[src/rtl/cp0_pkg.sv]
// Shared CP0 definitions: CP0 op encodings, register numbers, ExcCodes,
// Status/Cause bit positions and the exception-control FSM state type.
package cp0_pkg;

  // CP0 operation encodings carried down the pipeline
  localparam logic [2:0] OP_NOP  = 3'b000;
  localparam logic [2:0] OP_MFC0 = 3'b001;
  localparam logic [2:0] OP_MTC0 = 3'b010;
  localparam logic [2:0] OP_ERET = 3'b100;

  // CP0 register numbers (all at sel 0)
  localparam logic [4:0] REG_COUNT   = 5'd9;
  localparam logic [4:0] REG_COMPARE = 5'd11;
  localparam logic [4:0] REG_STATUS  = 5'd12;
  localparam logic [4:0] REG_CAUSE   = 5'd13;
  localparam logic [4:0] REG_EPC     = 5'd14;

  // ExcCode values
  localparam logic [4:0] EXC_INT = 5'd0;
  localparam logic [4:0] EXC_SYS = 5'd8;
  localparam logic [4:0] EXC_BP  = 5'd9;
  localparam logic [4:0] EXC_RI  = 5'd10;
  localparam logic [4:0] EXC_OV  = 5'd12;

  // Status / Cause field positions
  localparam int unsigned ST_IE     = 0;
  localparam int unsigned ST_EXL    = 1;
  localparam int unsigned ST_IM_LO  = 8;
  localparam int unsigned CA_EXC_LO = 2;
  localparam int unsigned CA_IP_LO  = 8;

  typedef enum logic [1:0] {
    S_RUN      = 2'd0,
    S_REDIRECT = 2'd1,
    S_DRAIN    = 2'd2
  } fsm_t;

endpackage

[src/rtl/cp0_timer.sv]
// CP0 Count/Compare timer with sticky match flag.
// Ports: clk, rst (async, active-high); wr_count / wr_compare qualified MTC0
// strobes with wr_data; count, compare register values; timer_flag sticky
// match indication (cleared by an MTC0 to Compare).
module cp0_timer (
  input  logic        clk,
  input  logic        rst,
  input  logic        wr_count,
  input  logic        wr_compare,
  input  logic [31:0] wr_data,
  output logic [31:0] count,
  output logic [31:0] compare,
  output logic        timer_flag
);

  logic toggle;

  // Count advances on every second clock; software writes win over the increment
  always_ff @(posedge clk or posedge rst) begin
    if (rst) begin
      toggle     <= 1'b0;
      count      <= '0;
      compare    <= '0;
      timer_flag <= 1'b0;
    end else begin
      toggle <= ~toggle;
      if (wr_count)
        count <= wr_data;
      else if (toggle)
        count <= count + 32'd1;
      if (wr_compare)
        compare <= wr_data;
      // Clearing via Compare write takes precedence over a same-edge match
      if (wr_compare)
        timer_flag <= 1'b0;
      else if (count == compare)
        timer_flag <= 1'b1;
    end
  end

endmodule

[src/rtl/cp0_exc_ctrl.sv]
// CP0 register file and exception/interrupt/ERET sequencer.
// Owns Count, Compare, Status, Cause and EPC; samples MEM-stage events,
// commits WB-stage MTC0 writes, serves the ID-stage MFC0 read (rd_data,
// combinational, no internal bypass) and emits a one-cycle registered
// redirect_valid/flush pulse followed by a DRAIN window (busy high).
// Ports: clk, rst (async active-high); mem_* MEM-stage event inputs;
// wr_* WB-stage MTC0; rd_cs/rd_sel/rd_data MFC0 read; hw_int level
// interrupts; redirect_valid/redirect_pc/flush redirect; epc_o; busy.
// Optional feature macro: CP0_TIMER_EN enables the Count/Compare timer.
module cp0_exc_ctrl
  import cp0_pkg::*;
#(
  parameter logic [31:0] EXC_VECTOR   = 32'hBFC0_0380,
  parameter int unsigned DRAIN_CYCLES = 2
) (
  input  logic        clk,
  input  logic        rst,
  input  logic        mem_valid,
  input  logic [31:0] mem_pc,
  input  logic        mem_exc_valid,
  input  logic [4:0]  mem_exc_code,
  input  logic [2:0]  mem_cp0op,
  input  logic [2:0]  wr_cp0op,
  input  logic [4:0]  wr_cs,
  input  logic [2:0]  wr_sel,
  input  logic [31:0] wr_data,
  input  logic [4:0]  rd_cs,
  input  logic [2:0]  rd_sel,
  output logic [31:0] rd_data,
  input  logic [5:0]  hw_int,
  output logic        redirect_valid,
  output logic [31:0] redirect_pc,
  output logic        flush,
  output logic [31:0] epc_o,
  output logic        busy
);

  localparam int unsigned CNT_W = 4;

  fsm_t             state, state_nxt;
  logic [CNT_W-1:0] drain_cnt, drain_cnt_nxt;
  logic             status_ie, status_ie_nxt;
  logic             status_exl, status_exl_nxt;
  logic [7:0]       status_im, status_im_nxt;
  logic [4:0]       cause_exc, cause_exc_nxt;
  logic [1:0]       cause_ip_sw, cause_ip_sw_nxt;
  logic [31:0]      epc_q, epc_nxt;
  logic [31:0]      redirect_pc_nxt;
  logic             redirect_valid_nxt, flush_nxt, busy_nxt;

  logic        wr_en;
  logic        timer_flag;
  logic [31:0] count_val, compare_val;
  logic [7:0]  ip;
  logic        int_pend;
  logic [31:0] status_word, cause_word;

  assign wr_en = (wr_cp0op == OP_MTC0) && (wr_sel == 3'd0);

`ifdef CP0_TIMER_EN
  logic wr_count, wr_compare;
  assign wr_count   = wr_en && (wr_cs == REG_COUNT);
  assign wr_compare = wr_en && (wr_cs == REG_COMPARE);

  cp0_timer u_timer (
    .clk        (clk),
    .rst        (rst),
    .wr_count   (wr_count),
    .wr_compare (wr_compare),
    .wr_data    (wr_data),
    .count      (count_val),
    .compare    (compare_val),
    .timer_flag (timer_flag)
  );
`else
  assign count_val   = '0;
  assign compare_val = '0;
  assign timer_flag  = 1'b0;
`endif

  // IP[7:2] follow the hardware lines live; IP[7] also carries the timer
  assign ip       = {hw_int[5] | timer_flag, hw_int[4:0], cause_ip_sw};
  assign int_pend = status_ie & ~status_exl & (|(ip & status_im)) & mem_valid;

  assign status_word = {16'h0, status_im, 6'h0, status_exl, status_ie};
  assign cause_word  = {16'h0, ip, 1'b0, cause_exc, 2'b00};
  assign epc_o       = epc_q;

  // MFC0 read port: pre-edge register values, undefined cs/sel read zero
  always_comb begin
    rd_data = '0;
    if (rd_sel == 3'd0) begin
      case (rd_cs)
        REG_COUNT:   rd_data = count_val;
        REG_COMPARE: rd_data = compare_val;
        REG_STATUS:  rd_data = status_word;
        REG_CAUSE:   rd_data = cause_word;
        REG_EPC:     rd_data = epc_q;
        default:     rd_data = '0;
      endcase
    end
  end

  // Next-state: MTC0 applied first, then a taken event overwrites its own fields
  always_comb begin
    state_nxt          = state;
    drain_cnt_nxt      = drain_cnt;
    status_ie_nxt      = status_ie;
    status_exl_nxt     = status_exl;
    status_im_nxt      = status_im;
    cause_exc_nxt      = cause_exc;
    cause_ip_sw_nxt    = cause_ip_sw;
    epc_nxt            = epc_q;
    redirect_pc_nxt    = redirect_pc;
    redirect_valid_nxt = 1'b0;
    flush_nxt          = 1'b0;
    busy_nxt           = 1'b0;

    if (wr_en) begin
      case (wr_cs)
        REG_STATUS: begin
          status_ie_nxt  = wr_data[ST_IE];
          status_exl_nxt = wr_data[ST_EXL];
          status_im_nxt  = wr_data[ST_IM_LO +: 8];
        end
        REG_CAUSE: cause_ip_sw_nxt = wr_data[CA_IP_LO +: 2];
        REG_EPC:   epc_nxt         = wr_data;
        default:   ;
      endcase
    end

    case (state)
      S_RUN: begin
        if (int_pend) begin
          epc_nxt         = mem_pc;
          cause_exc_nxt   = EXC_INT;
          status_exl_nxt  = 1'b1;
          redirect_pc_nxt = EXC_VECTOR;
          state_nxt       = S_REDIRECT;
        end else if (mem_exc_valid && mem_valid) begin
          epc_nxt         = mem_pc;
          cause_exc_nxt   = mem_exc_code;
          status_exl_nxt  = 1'b1;
          redirect_pc_nxt = EXC_VECTOR;
          state_nxt       = S_REDIRECT;
        end else if ((mem_cp0op == OP_ERET) && mem_valid) begin
          status_exl_nxt  = 1'b0;
          redirect_pc_nxt = epc_q;
          state_nxt       = S_REDIRECT;
        end
        if (state_nxt == S_REDIRECT) begin
          redirect_valid_nxt = 1'b1;
          flush_nxt          = 1'b1;
          busy_nxt           = 1'b1;
        end
      end
      S_REDIRECT: begin
        state_nxt     = S_DRAIN;
        drain_cnt_nxt = CNT_W'(DRAIN_CYCLES - 1);
        busy_nxt      = 1'b1;
      end
      S_DRAIN: begin
        if (drain_cnt == '0) begin
          state_nxt = S_RUN;
        end else begin
          drain_cnt_nxt = drain_cnt - CNT_W'(1);
          busy_nxt      = 1'b1;
        end
      end
      default: state_nxt = S_RUN;
    endcase
  end

  // State, architectural registers and registered outputs
  always_ff @(posedge clk or posedge rst) begin
    if (rst) begin
      state          <= S_RUN;
      drain_cnt      <= '0;
      status_ie      <= 1'b0;
      status_exl     <= 1'b0;
      status_im      <= '0;
      cause_exc      <= '0;
      cause_ip_sw    <= '0;
      epc_q          <= '0;
      redirect_pc    <= '0;
      redirect_valid <= 1'b0;
      flush          <= 1'b0;
      busy           <= 1'b0;
    end else begin
      state          <= state_nxt;
      drain_cnt      <= drain_cnt_nxt;
      status_ie      <= status_ie_nxt;
      status_exl     <= status_exl_nxt;
      status_im      <= status_im_nxt;
      cause_exc      <= cause_exc_nxt;
      cause_ip_sw    <= cause_ip_sw_nxt;
      epc_q          <= epc_nxt;
      redirect_pc    <= redirect_pc_nxt;
      redirect_valid <= redirect_valid_nxt;
      flush          <= flush_nxt;
      busy           <= busy_nxt;
    end
  end

endmodule

[config.mk]
export PLATFORM = sky130hd
export DESIGN_NAME = cp0_exc_ctrl
export DESIGN_NICKNAME = d
export VERILOG_FILES = /design/src/rtl/cp0_pkg.sv /design/src/rtl/cp0_timer.sv /design/src/rtl/cp0_exc_ctrl.sv
export SDC_FILE = /design/constraint.sdc
export NUM_CORES = 1
export LEC_CHECK = 0
export CORE_AREA = 5 5 133 97
export DETAILED_ROUTE_END_ITERATION = 16
export DIE_AREA = 0 0 138 102
export PLACE_DENSITY = 0.78
export SLEW_MARGIN = 20
export SYNTH_ARGS = -nofsm -noshare
export SYNTH_HDL_FRONTEND = slang
export SYNTH_SLANG_ARGS = --single-unit
[constraint.sdc]
create_clock -name clk -period 9.3 [get_ports clk]
set_clock_uncertainty 0.15 [all_clocks]
set_input_delay 1.86 -clock clk [delete_from_list [all_inputs] [get_ports clk]]
set_output_delay 1.86 -clock clk [all_outputs]
set_load 0.1 [all_outputs]
; Word-level counts from Yosys, hierarchy flattened
; Cells that the tools add are included.
[word_totals]
mem_count = 0
mem_bits_ro = 0
ff_bits = 89
latchBits = 0
mem_bits_rw = 0
wordCells = 76
[op_classes]
bitwise_logic = 5
addsub = 1
n_mux = 30
shift = 0
n_reduce_logical = 16
n_eq_ne = 13
div_mod_pow = 0
n_lt_le_gt_ge = 0
mul = 0
[ops]
columns = operator, n
row1 = $mux 32, 9
row2 = $pmux 32 s3, 1
row3 = $eq 5x4->1 const B, 6
row4 = $mux 2, 5
row5 = $mux 5, 2
row6 = $reduce_and 2->1, 5
row7 = $mux 1, 9
row8 = $and 8x8->8, 1
row9 = $pmux 4 s2, 1
row10 = $reduce_or 8->1, 1
row11 = $logic_not 3->1, 2
row12 = $pmux 2 s3, 1
row13 = $eq 2x1->1 const B, 2
row14 = $logic_not 4->1, 1
row15 = $mux 4, 1
row16 = $ne 2x2->1 const B, 2
row17 = $reduce_bool 2->1, 2
row18 = $sub 4x1->4 const B, 1
row19 = $and 1x1->1, 3
row20 = $eq 3x2->1 const B, 1
row21 = $eq 3x3->1 const B, 1
row22 = $logic_and 1x1->1, 3
row23 = $pmux 1 s3, 1
row24 = $reduce_bool 3->1, 1
row25 = 3 further kinds, 3

; Depth between registers and ports, before layout
[logic_depth]
ltp_word = 9
mapped_depth = 7
mapped_depth_nobuf = 7

; Least setup slack after synthesis
; No wires, ideal clock.
[synth_timing]
path_kind = input port to output port
from = in rd_cs[4]
to = out rd_data[8]
t_arrival_ps = 4427
slack_ps = 2863
cell_stages = 5
cell_sequence = nand3b_1 nor3b_1 clkbuf_1 nand2_1 a21oi_1
[synth_via]
elab_chain_cells = 3
word_cells_on_any_way = 5
[synth_rtl]
columns = element, line_no
row1 = start: declaration, cp0_exc_ctrl.sv:27  ; input logic [4:0] rd_cs,
row2 = $eq 5x4->1, cp0_exc_ctrl.sv:93  ; case (rd_cs)
row3 = $pmux 32 s3 *, cp0_exc_ctrl.sv:93
row4 = $mux 32 *, cp0_exc_ctrl.sv:92  ; if (rd_sel == 3'd0) begin
row5 = end: declaration, cp0_exc_ctrl.sv:29  ; output logic [31:0] rd_data,
; Every way passes the cells marked *; elsewhere a longest branch is shown, timed or not.

; Final worst setup path
[layout_timing]
from = in rd_cs[4]
to = out rd_data[25]
; Same word-level chain as after synthesis.

==> qor.txt <==
Detailed Route Iter0 Violations = 146
Post-CTS Resized = 0
Worst IR drop on VDD = 0.2748 mV
Post-synth top area cell = dfrtp_1
CP startpoint kind = primary input
Starting Density = 39.07%
Setup violators final = 0
CTS tree = yes
Period utilization = 76.05%
Post-Syn Instances = 335
Clk slew on worst S/H paths = 0.06 ns
Total wire length = 13.61 mm
Period minus WS final = 7.072 ns
Initial antenna violation count = 0
HPWL after DPL = 10.25 mm
CP Class = in2out
Status = complete, no violations
RSZ-0062 raised after global routing = false
Worst Setup End Kind = primary output
Share of layout cells above drive strength 1 = 20.11%
Syn nets = 437
Peak Freq = 141.4 MHz
RD Place Congestion = 0.8392
Synth Area in Compound Gates = 12.70%
Max cap viols = 0
Final nets = 634
Commonest non-fill, non-tap cell in the layout = clkdlybuf4s50_1
Pleak = 2.991 nW
FF-to-FF setup slack = 6.22 ns
Worst Tran Pin Value = 1.012 ns
WL per Instance = 19.61 um
Clock latency at the later pin of the worst-skew pair = 0.33 ns
#FFs+latches synth = 89
Clock root cell = clkbuf_16
Setup TNS = 0 ns
Chip width = 138 um
Final-report max-slew violation count = 0
Yosys warning total = 0
Hold buffers post-CTS = 0
Pwr/cell area = 348.1 nW/um^2
Clock sink total = 89
Largest net degree at the start of global routing = 53
Cell area after synthesis = 4484 um^2
Via count = 3621
CP Data Arrival Time = 5.06 ns
Synthesis-to-finish area growth = 53.85%
Worst hold path type = reg2reg
Main combinational cell family by area after synthesis = multiplexers
Distinct cells, synth = 39
CP startpoint = rd_cs[4]
Clock Tree Buf Depth = 2
Rel. slew slack = 32.32%
FF-to-FF Start = status_im[2]
Avg Inst Size Synth = 13.39 um^2
Row count = 33
Yosys top cell area share = 49.67%
Residual DRC = 0
CTS H-tree lvls = 3
Number of CTS-inserted buffers = 9
Die ar. = 14080 um^2
I/O pin cnt = 200
Fin. Hold Viols = 0
Required time of the critical path = 7.29 ns
First-pass GRT wire length = 21.61 mm
Iteration count of the initial detailed-routing pass = 4
Register area share after synthesis = 49.67%
Simple-gate share of the synthesized area = 9.040%
Synth area leaders = dfrtp_1 (50%), mux2_4 (20%), a22o_1 (5.1%)
IO Port Bufs = 199
Final antenna-violating net count = 0
Post-Synth XOR/XNOR Area = 0%
Highest net fanout along the worst path = 17
Overall routing resource usage = 19.41%
Reg2Reg Depth = 6
Number of vias per cell = 5.218
Vias in the first global route = 3905
Commonest cells after routing, fill and taps aside = clkdlybuf4s50_1 (199), dfrtp_1 (89), mux2_4 (60)
Die height = 102 um
CP Capture Point = rd_data[25]
Setup bufs post-CTS = 0
Reg2reg end = epc_o[31]
Mux share of post-synthesis cell area = 24.53%
Diodes inserted = 0
GRT Residual Overflow = 0
Post-synthesis adder-cell area fraction = 0.2790%
Fin Hold WS = 0.3347 ns
Core area = 11480 um^2
==> Yosys cell counts <==
library cell	n
nor3b_1	2
and2_1	18
buf_6	1
clkbuf_1	9
mux2i_1	3
a311oi_1	1
mux2_4	60
dfrtp_1	89
or3b_2	1
o21ai_0	4
nor2_1	11
nor4_2	1
nand3b_2	1
a221oi_1	1
nand3b_1	2
a21oi_1	9
o311a_1	1
nor3_1	2
buf_12	3
nor4b_4	1
buf_4	2
or4bb_1	1
or4_4	1
nand3_1	2
inv_1	8
mux2_2	15
a22o_1	26
or2_2	1
nor4_1	4
o31ai_1	1
nor4bb_1	1
nand2_1	16
a22oi_1	17
ha_1	1
o311ai_0	1
buf_2	4
o22a_1	12
nor4b_2	1
nand2b_1	1
==> report_power, final <==
part           switching [mW]  internal (mW)  total [mW]
Clock                   0.140          0.179       0.319
Sequential              0.132          0.517       0.650
Combinational           0.985          0.448        1.43
Total                    1.26           1.15        2.40
==> critical path, stage by stage <==
cell and delay, ns:
clkdlybuf4s50_1 0.38, nand3b_1 0.28, nor3b_4 0.67, nor4b_2 0.32
buf_4 0.24, and2_1 0.16, clkdlybuf4s50_1 1.15
==> layout make-up <==
type | count | area (um^2)
clock buffers | 12 | 236.5
clock inverters | 4 | 20.02
fillers | 930 | 4579
inverters | 8 | 32.53
multi-input cells | 219 | 2150
flip-flops and latches | 89 | 2227
well taps | 157 | 196.4
repair buffers | 205 | 2037
==> sequential cells by signal, summed over array words and instances, names as in the netlist <==
register and cells:
cause_ip_sw 2, redirect_pc 32, epc_o 32, status_exl 1, state 2, busy 1, cause_exc 5, status_ie 1
drain_cnt 4, flush 1, status_im 8
==> layer usage <==
layer,wire (um),track usage [%]
met1,6051,25.10
met3,1128,6.688
met4,172,4.784
met5,0,0
met2,6254,31.82
==> logic make-up after synthesis <==
group / count (synthesis)
flip-flops: 89
AO/OA/AOI/OAI: 73
adder cells (fa/ha/maj): 1
AND/OR/NAND/NOR: 67
buffers and inverters: 27
multiplexers: 78
==> worst min path at each step <==
stage	startpoint	endpoint	slack [ns]	cells after the start
final	redirect_pc[28]	redirect_pc[28]	0.33	1
after global routing	redirect_pc[22]	redirect_pc[22]	0.36	1
after CTS	redirect_pc[31]	redirect_pc[31]	0.34	1
after detailed placement	redirect_pc[31]	redirect_pc[31]	0.33	1
after global placement	redirect_pc[9]	redirect_pc[9]	0.32	1
after floorplan	drain_cnt[0]	drain_cnt[0]	0.31	1
==> metrics by stage <==
step                worst slack, ns  total power [mW]  area, um^2  std cells  utilization (%)
floorplan                     2.863             1.722        4484        335                -
global placement              2.045             2.068        6630        678            57.76
detailed placement            1.957             2.090        6630        678            57.76
CTS                           1.953             2.419        6887        694            60.00
global route                  2.066             2.489        6899        694            60.10
finish                        2.228             2.402        6899        694            60.10
Note: power is estimated with default switching activity, not from simulation.
